===== config.mk =====
export PLATFORM = sky130hd
export DESIGN_NAME = i2c_slave
export DESIGN_NICKNAME = d
export VERILOG_FILES = /design/src/rtl/i2c_slave.sv
export SDC_FILE = /design/constraint.sdc
export NUM_CORES = 1
export LEC_CHECK = 0
export CAP_MARGIN = 10
export CORE_MARGIN = 10
export CORE_UTILIZATION = 40
export CTS_CLUSTER_DIAMETER = 200
export CTS_CLUSTER_SIZE = 14
export DETAILED_ROUTE_END_ITERATION = 16
export GPL_ROUTABILITY_DRIVEN = 1
export PLACE_DENSITY_LB_ADDON = 0.1
export SETUP_SLACK_MARGIN = 0.5
export SLEW_MARGIN = 20
export SYNTH_ARGS = -nofsm -noshare
export SYNTH_HDL_FRONTEND = slang
export SYNTH_SLANG_ARGS = --single-unit

===== constraint.sdc =====
create_clock -name clk -period 2.5 [get_ports clk]
set_input_delay 0.25 -clock clk [delete_from_list [all_inputs] [get_ports clk]]
set_output_delay 0.25 -clock clk [all_outputs]
set_load 0.01 [all_outputs]

===== src/rtl/i2c_slave.sv =====
// I2C target (responder) with 7-bit addressing and byte FIFO interfaces.
//
// SCL/SDA are oversampled on clk (clk must be at least 8x the SCL rate) and
// SCL is never stretched. Received bytes are pushed into an external RX FIFO.
// Transmitted bytes are popped from an external TX FIFO.
//
// Ports:
//   clk        system clock
//   rst        asynchronous reset, active low
//   scl_i      bus SCL (asynchronous)
//   sda_i      bus SDA (asynchronous)
//   sda_o      open-drain SDA drive: 0 = pull low, 1 = release
//   rx_data    received byte, valid while rxff_wr is high
//   rxff_wr    1-cycle push strobe for the RX FIFO
//   rxff_full  RX FIFO full
//   tx_data    head of the TX FIFO
//   txff_rd    1-cycle pop strobe; tx_data is captured in the same cycle
//   txff_empty TX FIFO empty
//   busy       high from address match until STOP or START
//   addr_nack  1-cycle pulse when an address phase does not match
module i2c_slave #(
    parameter logic [6:0]  SLAVE_ADDR  = 7'h50,
    parameter int unsigned SYNC_STAGES = 2
) (
    input  logic       clk,
    input  logic       rst,
    input  logic       scl_i,
    input  logic       sda_i,
    output logic       sda_o,
    output logic [7:0] rx_data,
    output logic       rxff_wr,
    input  logic       rxff_full,
    input  logic [7:0] tx_data,
    output logic       txff_rd,
    input  logic       txff_empty,
    output logic       busy,
    output logic       addr_nack
);

    typedef enum logic [2:0] {
        StIdle,
        StAddr,
        StAddrAck,
        StRxData,
        StRxAck,
        StTxData,
        StTxAck,
        StWaitStop
    } state_e;

    // ------------------------------------------------------------------
    // Input synchronizers and edge / bus-condition detection
    // ------------------------------------------------------------------
    logic [SYNC_STAGES-1:0] scl_sync_q;
    logic [SYNC_STAGES-1:0] sda_sync_q;
    logic                   scl_prev_q;
    logic                   sda_prev_q;

    // Reset to 1 so an idle (pulled-up) bus produces no spurious edges.
    always_ff @(posedge clk or negedge rst) begin
        if (!rst) begin
            scl_sync_q <= '1;
            sda_sync_q <= '1;
            scl_prev_q <= 1'b1;
            sda_prev_q <= 1'b1;
        end else begin
            scl_sync_q <= {scl_sync_q[SYNC_STAGES-2:0], scl_i};
            sda_sync_q <= {sda_sync_q[SYNC_STAGES-2:0], sda_i};
            scl_prev_q <= scl_sync_q[SYNC_STAGES-1];
            sda_prev_q <= sda_sync_q[SYNC_STAGES-1];
        end
    end

    logic scl_s;
    logic sda_s;
    logic scl_rise;
    logic scl_fall;
    logic start_det;
    logic stop_det;

    assign scl_s    = scl_sync_q[SYNC_STAGES-1];
    assign sda_s    = sda_sync_q[SYNC_STAGES-1];
    assign scl_rise = scl_s & ~scl_prev_q;
    assign scl_fall = ~scl_s & scl_prev_q;
    // SCL must be high on both samples so an SDA change coincident with an
    // SCL edge is not mistaken for a bus condition.
    assign start_det = scl_s & scl_prev_q & sda_prev_q & ~sda_s;
    assign stop_det  = scl_s & scl_prev_q & ~sda_prev_q & sda_s;

    // ------------------------------------------------------------------
    // FSM state and datapath registers
    // ------------------------------------------------------------------
    state_e      state_q, state_d;
    logic [3:0]  bit_cnt_q, bit_cnt_d;   // RX: bits sampled, TX: bits driven
    logic [7:0]  shift_q, shift_d;
    logic        sda_q, sda_d;
    logic        busy_q, busy_d;
    logic [7:0]  rx_data_q, rx_data_d;
    logic        rxff_wr_q, rxff_wr_d;
    logic        addr_nack_q, addr_nack_d;
    logic        rw_q, rw_d;
    logic        rx_nack_q, rx_nack_d;   // last received byte was NACKed
    logic        mack_q, mack_d;         // SDA level sampled in the master ACK slot
    logic        load_tx;
    logic [7:0]  tx_byte;

    // An empty TX FIFO reads as all ones, which leaves SDA released.
    assign tx_byte = txff_empty ? 8'hFF : tx_data;

    always_ff @(posedge clk or negedge rst) begin
        if (!rst) begin
            state_q     <= StIdle;
            bit_cnt_q   <= 4'd0;
            shift_q     <= 8'h00;
            sda_q       <= 1'b1;
            busy_q      <= 1'b0;
            rx_data_q   <= 8'h00;
            rxff_wr_q   <= 1'b0;
            addr_nack_q <= 1'b0;
            rw_q        <= 1'b0;
            rx_nack_q   <= 1'b0;
            mack_q      <= 1'b1;
        end else begin
            state_q     <= state_d;
            bit_cnt_q   <= bit_cnt_d;
            shift_q     <= shift_d;
            sda_q       <= sda_d;
            busy_q      <= busy_d;
            rx_data_q   <= rx_data_d;
            rxff_wr_q   <= rxff_wr_d;
            addr_nack_q <= addr_nack_d;
            rw_q        <= rw_d;
            rx_nack_q   <= rx_nack_d;
            mack_q      <= mack_d;
        end
    end

    // ------------------------------------------------------------------
    // Next-state logic
    // ------------------------------------------------------------------
    always_comb begin
        state_d     = state_q;
        bit_cnt_d   = bit_cnt_q;
        shift_d     = shift_q;
        sda_d       = sda_q;
        busy_d      = busy_q;
        rx_data_d   = rx_data_q;
        rxff_wr_d   = 1'b0;
        addr_nack_d = 1'b0;
        rw_d        = rw_q;
        rx_nack_d   = rx_nack_q;
        mack_d      = mack_q;
        load_tx     = 1'b0;

        if (stop_det) begin
            state_d = StIdle;
            sda_d   = 1'b1;
            busy_d  = 1'b0;
        end else if (start_det) begin
            state_d   = StAddr;
            bit_cnt_d = 4'd0;
            sda_d     = 1'b1;
            busy_d    = 1'b0;
        end else begin
            unique case (state_q)
                StIdle: sda_d = 1'b1;

                // The SCL fall right after START arrives with bit_cnt 0 and is ignored.
                StAddr: begin
                    if (scl_rise) begin
                        shift_d   = {shift_q[6:0], sda_s};
                        bit_cnt_d = bit_cnt_q + 4'd1;
                    end else if (scl_fall && bit_cnt_q == 4'd8) begin
                        if (shift_q[7:1] == SLAVE_ADDR) begin
                            sda_d   = 1'b0;
                            busy_d  = 1'b1;
                            rw_d    = shift_q[0];
                            state_d = StAddrAck;
                        end else begin
                            addr_nack_d = 1'b1;
                            state_d     = StWaitStop;
                        end
                    end
                end

                StAddrAck: begin
                    if (scl_fall) begin
                        if (rw_q) begin
                            load_tx = 1'b1;
                        end else begin
                            sda_d     = 1'b1;
                            bit_cnt_d = 4'd0;
                            state_d   = StRxData;
                        end
                    end
                end

                StRxData: begin
                    if (scl_rise) begin
                        shift_d   = {shift_q[6:0], sda_s};
                        bit_cnt_d = bit_cnt_q + 4'd1;
                    end else if (scl_fall && bit_cnt_q == 4'd8) begin
                        if (!rxff_full) begin
                            rx_data_d = shift_q;
                            rxff_wr_d = 1'b1;
                            sda_d     = 1'b0;
                            rx_nack_d = 1'b0;
                        end else begin
                            sda_d     = 1'b1;
                            rx_nack_d = 1'b1;
                        end
                        state_d = StRxAck;
                    end
                end

                StRxAck: begin
                    if (scl_fall) begin
                        sda_d = 1'b1;
                        if (rx_nack_q) begin
                            state_d = StWaitStop;
                        end else begin
                            bit_cnt_d = 4'd0;
                            state_d   = StRxData;
                        end
                    end
                end

                // bit7 was driven at load time; each fall drives the next bit
                // until all eight have been clocked out.
                StTxData: begin
                    if (scl_fall) begin
                        if (bit_cnt_q == 4'd8) begin
                            sda_d   = 1'b1;
                            state_d = StTxAck;
                        end else begin
                            sda_d     = shift_q[6];
                            shift_d   = {shift_q[6:0], 1'b0};
                            bit_cnt_d = bit_cnt_q + 4'd1;
                        end
                    end
                end

                StTxAck: begin
                    if (scl_rise) begin
                        mack_d = sda_s;
                    end else if (scl_fall) begin
                        if (!mack_q) begin
                            load_tx = 1'b1;
                        end else begin
                            sda_d   = 1'b1;
                            state_d = StWaitStop;
                        end
                    end
                end

                StWaitStop: sda_d = 1'b1;

                default: state_d = StIdle;
            endcase

            if (load_tx) begin
                shift_d   = tx_byte;
                sda_d     = tx_byte[7];
                bit_cnt_d = 4'd1;
                state_d   = StTxData;
            end
        end
    end

    // ------------------------------------------------------------------
    // Outputs
    // ------------------------------------------------------------------
    always_comb begin
        sda_o     = sda_q;
        rx_data   = rx_data_q;
        rxff_wr   = rxff_wr_q;
        busy      = busy_q;
        addr_nack = addr_nack_q;
        // Pop in the same cycle the shift register captures tx_data.
        txff_rd   = load_tx & ~txff_empty;
    end

endmodule


---- After elaboration in Yosys (flattened, before gate mapping) ----
Cells that the tools add are included.
word-level totals
  register bits after elaboration ......... 36
  input bits .............................. 14
  output and inout port bits .............. 13
  word-level logic and storage cells ...... 165
cells by class
  $add $sub $neg .......................... 1
  eq/ne operators ......................... 33
  muxes and demuxes ....................... 80
  bitwise operators ....................... 17
  reductions and logical operators ........ 19
operators with widths
  kind                                                                   count
  5-bit != test, second input constant                                   13
  3-bit 2-to-1 mux                                                       17
  1-bit 2-to-1 mux                                                       44
  8-bit 2-to-1 mux                                                       5
  4-bit 2-to-1 mux                                                       9
  4-bit != test, second input constant                                   6
  3-bit case mux with 6 select lines                                     1
  6-bit AND reduction                                                    3
  4-bit case mux with 4 select lines                                     1
  8-bit case mux with 2 select lines                                     1
  13-bit AND reduction                                                   1
  3-bit equality test, second input constant                             4
  12-bit AND reduction                                                   1
  3-bit nonzero test                                                     4
  1-bit inverter                                                         9
  9-bit AND reduction                                                    1
  9-bit nonzero test                                                     1
  1-bit AND                                                              8
  4-bit AND reduction                                                    2
  7-bit equality test, second input constant                             1
  1-bit case mux with 7 select lines                                     1
  3-bit by 2-bit equality test with 1-bit output, second input constant  2
  3-bit by 1-bit != test with 1-bit output, second input constant        2
  3-bit != test, second input constant                                   2
  10 further kinds                                                       11

---- Longest topological paths before layout ----
Gate-level depths: netlist of the first run.
  depth after elaboration ................. 10
  depth in mapped cells ................... 7
  gate-level depth less buffers ........... 7

---- Least setup slack after synthesis of the first run ----
Ideal clock, no wire load.
  path kind ............................... flip-flop to flip-flop
  from .................................... register scl_sync_q[1]
  to ...................................... register bit_cnt_q[2]
  library setup time ...................... 0.131 ns
  arrival time ............................ 1.843 ns
  slack ................................... 0.526 ns
  cell stages (with the launch flop) ...... 7
  period minus slack after synthesis ...... 1.974 ns
  path through ............................ dfstp_2 buf_2 or3b_1 and2_1 a221o_1 a21boi_2 o211ai_1
on the way
  longest elaborated chain between the ends .. 9
  elaborated cells on any way between the ends .. 26
  those cells by class .................... eq/ne: 7; mux: 8; bitwise: 9; reduce/logical: 2
ends and longest elaborated chain
  what                                                               line  source
  from (decl)                                                        54    logic [SYNC_STAGES-1:0] scl_sync_q;
  from (signal assigned)                                             67    scl_sync_q <= {scl_sync_q[SYNC_STAGES-2:0], scl_i};
  1-bit inverter                                                     84    assign scl_fall = ~scl_s & scl_prev_q;
  1-bit AND                                                          84
  1-bit 2-to-1 mux                                                   246   end else if (scl_fall) begin
  1-bit 2-to-1 mux                                                   244   if (scl_rise) begin
  1-bit case mux with 2 select lines                                 165   unique case (state_q)
  1-bit 2-to-1 mux                                                   159   end else if (start_det) begin
  1-bit 2-to-1 mux                                                   155   if (stop_det) begin
  4-bit != test (no line) (tied with other cells)                    -
  9-bit AND reduction (no line) or 4-bit 2-to-1 mux (tied branches)  -
  to (signal assigned)                                               125   bit_cnt_q <= bit_cnt_d;
  to (decl)                                                          94    logic [3:0] bit_cnt_q, bit_cnt_d;
Parallel ways exist; a longest one is shown, timed or not. The select of a mux whose other input is x is not followed.
A chain may end at the register's enable or synchronous reset.

---- Worst setup path after layout of the first run ----
  from .................................... register bit_cnt_q[1]
  to ...................................... register rx_data_q[4] (netlist: rx_data[4])
on the way
  longest elaborated chain between the ends .. 3
ends and longest elaborated chain
  what                           line  source
  4-bit equality test            202   end else if (scl_fall && bit_cnt_q == 4'd8) begin
  1-bit logical AND              202
  6-bit AND reduction (no line)  -
  to (signal assigned)           129   rx_data_q <= rx_data_d;
  to (decl)                      98    logic [7:0] rx_data_q, rx_data_d;
Every way passes these cells.

==> out/results.ini, run 1 <==
[status]
outcome = completed

[clock_tree]
cts.clk_slew.worst_paths_ns = 0.07
max-clock-path-buffers = 2
cts_root_buf = clkbuf_8
clk_latency_ns = 0.30
clock_sinks = 36
cts_buffers = 5
htreeDepth = 2
cts_tree = built

[setup_path]
worstReg2RegEnd = rx_data[4]$_DFFE_PN0P_
cp-end-kind = flip-flop
r2r_start = bit_cnt_q[1]$_DFFE_PN0P_
cp-start-kind = flip-flop
critPathKind = flip-flop to flip-flop
critPathMaxFanout = 5
crit_start = bit_cnt_q[1]$_DFFE_PN0P_
worstPathArrival_ns = 2.28
rr_worst_depth = 7
rrSetupSlack_ns = 0.41
required_ns = 2.68

[pwr]
p_per_area_nw_per_um2 = 946
p_leak_nw = 1.17
ir_drop_uv = 410
clkPwrFrac = 0.204
sw_frac_of_total = 0.368
seqPwrFrac = 0.341
combPwrFrac = 0.455
p_switching_uw = 925
power.internal_mw = 1.59

[yosys]
synth_warnings = 0
async_flop_share = 1.00
synth.cell_area_sq_um = 1930
synth.area.top_cells = dfrtp_1 36%, dfstp_2 11%, mux2_2 7.6%
yosysMostFrequentCell = dfrtp_1
synth-edff-count = 0
syn_inst = 179
synth_cell_types = 49
synthTopCellsByCount = 28 x dfrtp_1, 15 x inv_1, 13 x mux2_2
synth_largest_area_cell = dfrtp_1
yosysSeqAreaShare = 0.473
syn_area_per_cell_sq_um = 10.8
ys.flop_type = dfrtp_1
synth.net_count = 195
synth_seq_cells = 36
synth_top_area_share = 0.364

[timing]
worst_slack_ns = 0.406
slew-limit-headroom = 0.458
tightestPinTransition_ns = 0.813
slew_viol_final = 0
skew_ns = 0.00564
post-route-period-util = 0.838
hold_slack_ns = 0.0435
hold_viol = 0
setup_tns_ns = 0
max_freq_ghz = 0.478
final-setup-viol-count = 0
min_period_ns = 2.09
rsz0062_at_grt = yes

[placed_design]
place_hpwl_um = 3330
place_congestion = 0.918
portBuffers = 26
post-place-ws_ns = 0.342
placed_area_sq_um = 2250

[grt]
track_usage = 0.125
grt_max_degree = 37
overflow = 0
grt_pass1_vias = 1547
met2_usage = 0.183
antenna_found_initial = 0
grt_pass1_wl_um = 7770
met3_usage = 0.0383
met1_usage = 0.166
top_usage_layer = met2

[job]
maxCapViolCount = 0

[routing]
dr.pass1.iters = 4
drt-wirelength-per-cell_um = 18.3
drc = 0
antenna_left = 0
finalWirelength_um = 5250
via_per_inst = 5.66
dr.first_iter.drc_count = 120
num_vias = 1624

[die]
io-pin-count = 27
start_util = 0.410
die_w_um = 89.4
core_sq_um = 4690
dieArea_sq_um = 7990
row_count = 25
die_y_um = 89.4

[final_layout]
fill_cells = 401
fin_util = 0.566
insertedDiodeCount = 0
area_growth_pct = 37.9
fin_area_sq_um = 2660
drive_gt1_frac = 0.352
nets = 248

[worst_hold_path]
hp-class = input port to async pin

==> final cells by class <==
cell class | count | area, sq um | area share
Inverter | 15 | 56.3 | 0.0212
Tap cell | 54 | 67.6 | 0.0254
Multi-Input combinational cell | 120 | 1020 | 0.386
Clock buffer | 6 | 72.6 | 0.0273
Timing Repair Buffer | 54 | 484 | 0.182
Clock inverter | 2 | 35.0 | 0.0132
Sequential cell | 36 | 915 | 0.344
==> kinds of logic after synthesis <==
kind of cell | after synthesis | synth area share
AOI/OAI and AO/OA | 45 | 0.171
xor gates and xnor gates | 1 | 0.00455
adders and majority gates | 2 | 0.0130
and+or+nand+nor | 51 | 0.173
buffers and inverters | 23 | 0.0481
DFF | 36 | 0.473
muxes | 21 | 0.118
==> worst max path at each step <==
stage | end | slack (ns)
after global placement | state_q[2]$_DFFE_PN0P_ | 0.37
after detailed placement | txff_rd | 0.34
after CTS | state_q[0]$_DFFE_PN0P_ | 0.46
after global routing | rx_data[4]$_DFFE_PN0P_ | 0.42
final | rx_data[4]$_DFFE_PN0P_ | 0.41
after floorplan | bit_cnt_q[2]$_DFFE_PN0P_ | 0.53
==> routing by layer <==
layer	share of wire	wire, um
met1	0.46	2440
met2	0.45	2370
met3	0.069	363
met4	0.015	78
met5	0	0
==> state kept, by name (all words and copies together), names as in the netlist <==
name,cells
addr_nack,1
bit_cnt_q,4
busy,1
mack_q,1
rw_q,1
rx_data,8
rx_nack_q,1
rxff_wr,1
scl_prev_q,1
scl_sync_q,2
sda_o,1
sda_prev_q,1
sda_sync_q,2
shift_q,8
state_q,3
==> power by group through the flow <==
| stage | combinational (mW) | sequential (mW) | clock (mW) |
|---|---|---|---|
| floorplan | 0.702 | 0.800 | 0 |
| global placement | 0.802 | 0.886 | 0 |
| detailed placement | 0.822 | 0.895 | 0 |
| CTS | 0.973 | 0.863 | 0.527 |
| global route | 1.24 | 0.870 | 0.544 |
| finish | 1.14 | 0.857 | 0.513 |
==> stage by stage <==
step,total power [mW],std cells
finish,2.51,287
global route,2.65,287
CTS,2.36,275
detailed placement,1.72,256
global placement,1.69,256
floorplan,1.50,179
==> layout by cell type, fill, tap and decap left out, types with 2 or more instances in the layout <==
cell and instances:
or3b_4 2, a21boi_0 2, o2bb2ai_1 2, inv_1 13, and2_1 2, o21ai_0 5
buf_4 24, nor4_4 2, nand2b_1 3, a21oi_4 2, a211oi_1 2, nand3b_1 3
dfrtp_2 3, and3_1 3, mux2_2 8, o32a_1 2, clkdlybuf4s50_1 24, dfrtp_1 25
nand3_1 4, o22ai_1 8, a21oi_2 2, nor2b_1 2, a211o_1 2, mux2_4 5
o211ai_1 2, nor2_1 7, a21oi_1 4, nor4_1 4, clkbuf_8 5, inv_2 2
nand2_1 9, dfstp_2 8, mux2i_1 8
==> critical path, cell delays in order (launching register included) <==
cell and delay [ns]:
dfrtp_1 0.41, inv_2 0.09, ha_4 0.12, nand3b_1 0.22, or2_4 0.35, nor4_4 0.27
buf_4 0.23, mux2_4 0.30
==> repair_timing <==
action                                  4_1_cts  5_1_grt
endpoints found under the setup margin       25       26
cloned                                        0        1
hold endpoints to repair                      0        0
buffers inserted                             11       11
hold buffers                                  0        0
gates resized for setup                      15       18
pin swaps                                     5       10
Power figures use the tool's default switching activity.
==> run 2: changes to the inputs <==
==> constraint.sdc (replaced) <==
create_clock -name clk -period 1.85 [get_ports clk]
set_input_delay 0.185 -clock clk [delete_from_list [all_inputs] [get_ports clk]]
set_output_delay 0.185 -clock clk [all_outputs]
set_load 0.01 [all_outputs]
==> run 2 against run 1 <==
Compared with the run above: the run now ends with hold timing, setup timing left; sequential power grew 33%; core utilization grew 8.2 points; total power grew 56%; first-iteration DRC count shrank 24%; sequential share of layout area shrank 4.4 points; clock power grew 50%; wire length grew 7.7%; critical path type unchanged; critical endpoint is now sda_o$_DFFE_PN1P_; largest cell class unchanged.
==> out/results.ini, run 2 (synthesized netlist as in run 1, its figures left out) <==
[pwr]
power_mw = 3.92  ; +56%
ir_drop_uv = 646  ; +58%
p_leak_nw = 1.45  ; +24%
p_per_area_nw_per_um2 = 1290  ; +36%

[setup_path]
rrSetupSlack_ns = -0.15  ; -0.56 ns
required_ns = 2.07  ; -0.61 ns
critPathMaxFanout = 4  ; -1
r2r_start = shift_q[2]$_DFFE_PN0P_
worstPathArrival_ns = 2.22  ; -0.06 ns
rr_worst_depth = 6  ; -1
cp-start-kind = flip-flop
critPathKind = flip-flop to flip-flop
worstReg2RegEnd = sda_o$_DFFE_PN1P_
cp-end-kind = flip-flop

[job]
maxCapViolCount = 0  ; unchanged

[die]
row_count = 25  ; unchanged
core_sq_um = 4690  ; unchanged
dieArea_sq_um = 7990  ; unchanged
io-pin-count = 27  ; unchanged
die_w_um = 89.4  ; unchanged
die_y_um = 89.4  ; unchanged
start_util = 0.410  ; unchanged

[placed_design]
place_congestion = 0.861  ; -6.3%
place_hpwl_um = 4040  ; +21%
portBuffers = 26  ; unchanged
dp_cells = 300  ; +17%

[final_layout]
drive_gt1_frac = 0.479  ; +0.127
fill_cells = 378  ; -5.7%
seqCellArea_sq_um = 913  ; -0.14%
stdcell_count = 321  ; +12%
insertedDiodeCount = 0  ; unchanged
area_growth_pct = 57.8
nets = 282  ; +14%
multi_input_area_sq_um = 1110  ; +8.4%
final_cell_mix = 51 x buf_4, 26 x dfrtp_1, 13 x mux2_4, 12 x inv_1, 12 x clkdlybuf4s50_1
final_common_cell = buf_4

[clock_tree]
cts_tree = built
cts_buffers = 5  ; unchanged
max-clock-path-buffers = 2  ; unchanged
clock_sinks = 36  ; unchanged
cts.clk_slew.worst_paths_ns = 0.08  ; about the same
hold_buffers = 0  ; unchanged
cts_root_buf = clkbuf_8
htreeDepth = 2  ; unchanged
clk_latency_ns = 0.29  ; about the same

[timing]
slew-limit-headroom = 0.468  ; +0.00993
skew_ns = 0.00905  ; +0.00341 ns
max_freq_ghz = 0.500  ; +4.7%
slew_viol_final = 0  ; unchanged
hold_slack_ns = -0.0263  ; -0.0698 ns
min_period_ns = 2.00  ; -0.0941 ns
final-setup-viol-count = 17  ; +17
post-route-period-util = 1.08  ; +0.243
worst_slack_ns = -0.150  ; -0.556 ns
tightestPinTransition_ns = 0.798  ; -0.0149 ns
hold_viol = 28  ; +28
rsz0062_at_grt = yes

[grt]
grt_max_degree = 37  ; unchanged
antenna_found_initial = 0  ; unchanged
grt_pass1_vias = 1881  ; +22%
grt_pass1_wl_um = 9250  ; +19%
track_usage = 0.148  ; +0.0224
overflow = 0  ; unchanged

[routing]
num_vias = 1757  ; +8.2%
dr.first_iter.drc_count = 91  ; -24%
drt-wirelength-per-cell_um = 17.6  ; -3.7%
via_per_inst = 5.47  ; -3.3%
finalWirelength_um = 5650  ; +7.7%
drc = 0  ; unchanged
antenna_left = 0  ; unchanged
dr.pass1.iters = 4  ; unchanged

[status]
violations = hold timing, setup timing
outcome = finished with violations

[worst_hold_path]
hp-class = input port to async pin

==> run 2: metal layers <==
layer / share of wire / global-route usage / vias to the layer above
met4: 0.017 / 0.0506 / 0
met2: 0.49 / 0.243 / 35
li1: - / - / 838
met5: 0 / 0 / -
met1: 0.45 / 0.181 / 875
met3: 0.033 / 0.0401 / 9
==> run 2: repair_timing <==
item,CTS,global route
setup buffers,9,3
resized for setup,47,13
pin swaps,14,10
gates cloned,1,0
setup endpoints to repair,41,32
==> run 2: area by class of cell <==
class                      count  area share
clock buffer                   7      0.0317
clock inverter                 1     0.00988
inverter                      15      0.0194
multi-input combinational    120       0.366
sequential                    36       0.301
tap                           54      0.0222
timing repair buffer          88       0.250
==> run 2: power by group <==
group	internal, mW	switching [mW]	total, mW	leakage (nW)
clock network	0.476	0.293	0.769	0.0645
registers	0.967	0.174	1.14	0.453
logic	1.09	0.929	2.01	0.937
total	2.53	1.40	3.92	1.45
==> run 2: how the worst max path moves through the flow <==
stage                                   startpoint                       end  slack [ns]  cells past startpoint
final                       shift_q[2]$_DFFE_PN0P_         sda_o$_DFFE_PN1P_       -0.15                      6
after global routing        shift_q[2]$_DFFE_PN0P_         sda_o$_DFFE_PN1P_       -0.25                      6
after CTS                     scl_prev_q$_DFF_PN1_  bit_cnt_q[2]$_DFFE_PN0P_       -0.12                      6
after detailed placement    shift_q[2]$_DFFE_PN0P_         sda_o$_DFFE_PN1P_       -0.12                      6
after global placement     scl_sync_q[1]$_DFF_PN1_  bit_cnt_q[3]$_DFFE_PN0P_       -0.12                      5
after floorplan           bit_cnt_q[0]$_DFFE_PN0P_    rx_data[0]$_DFFE_PN0P_       -0.06                      6
==> run 2: worst max-delay path: stages, from the launching register on <==
cell,delay [ns]
dfrtp_1,0.38
or4b_4,0.55
nor4_4,0.26
buf_4,0.20
nor4_2,0.04
nor2_1,0.18
mux2_4,0.32
==> run 2: stage by stage <==
stage               setup TNS (ns)  area (sq um)  utilization  hold slack, ns  setup slack [ns]
floorplan                   -0.608          2020            -          -0.111           -0.0561
global placement             -1.11          2670        0.568           0.309            -0.116
detailed placement           -1.22          2670        0.568           0.333            -0.120
CTS                         -0.966          2970        0.633          0.0140            -0.123
global route                 -3.11          3040        0.647          0.0485            -0.250
finish                       -1.18          3040        0.647         -0.0263            -0.150
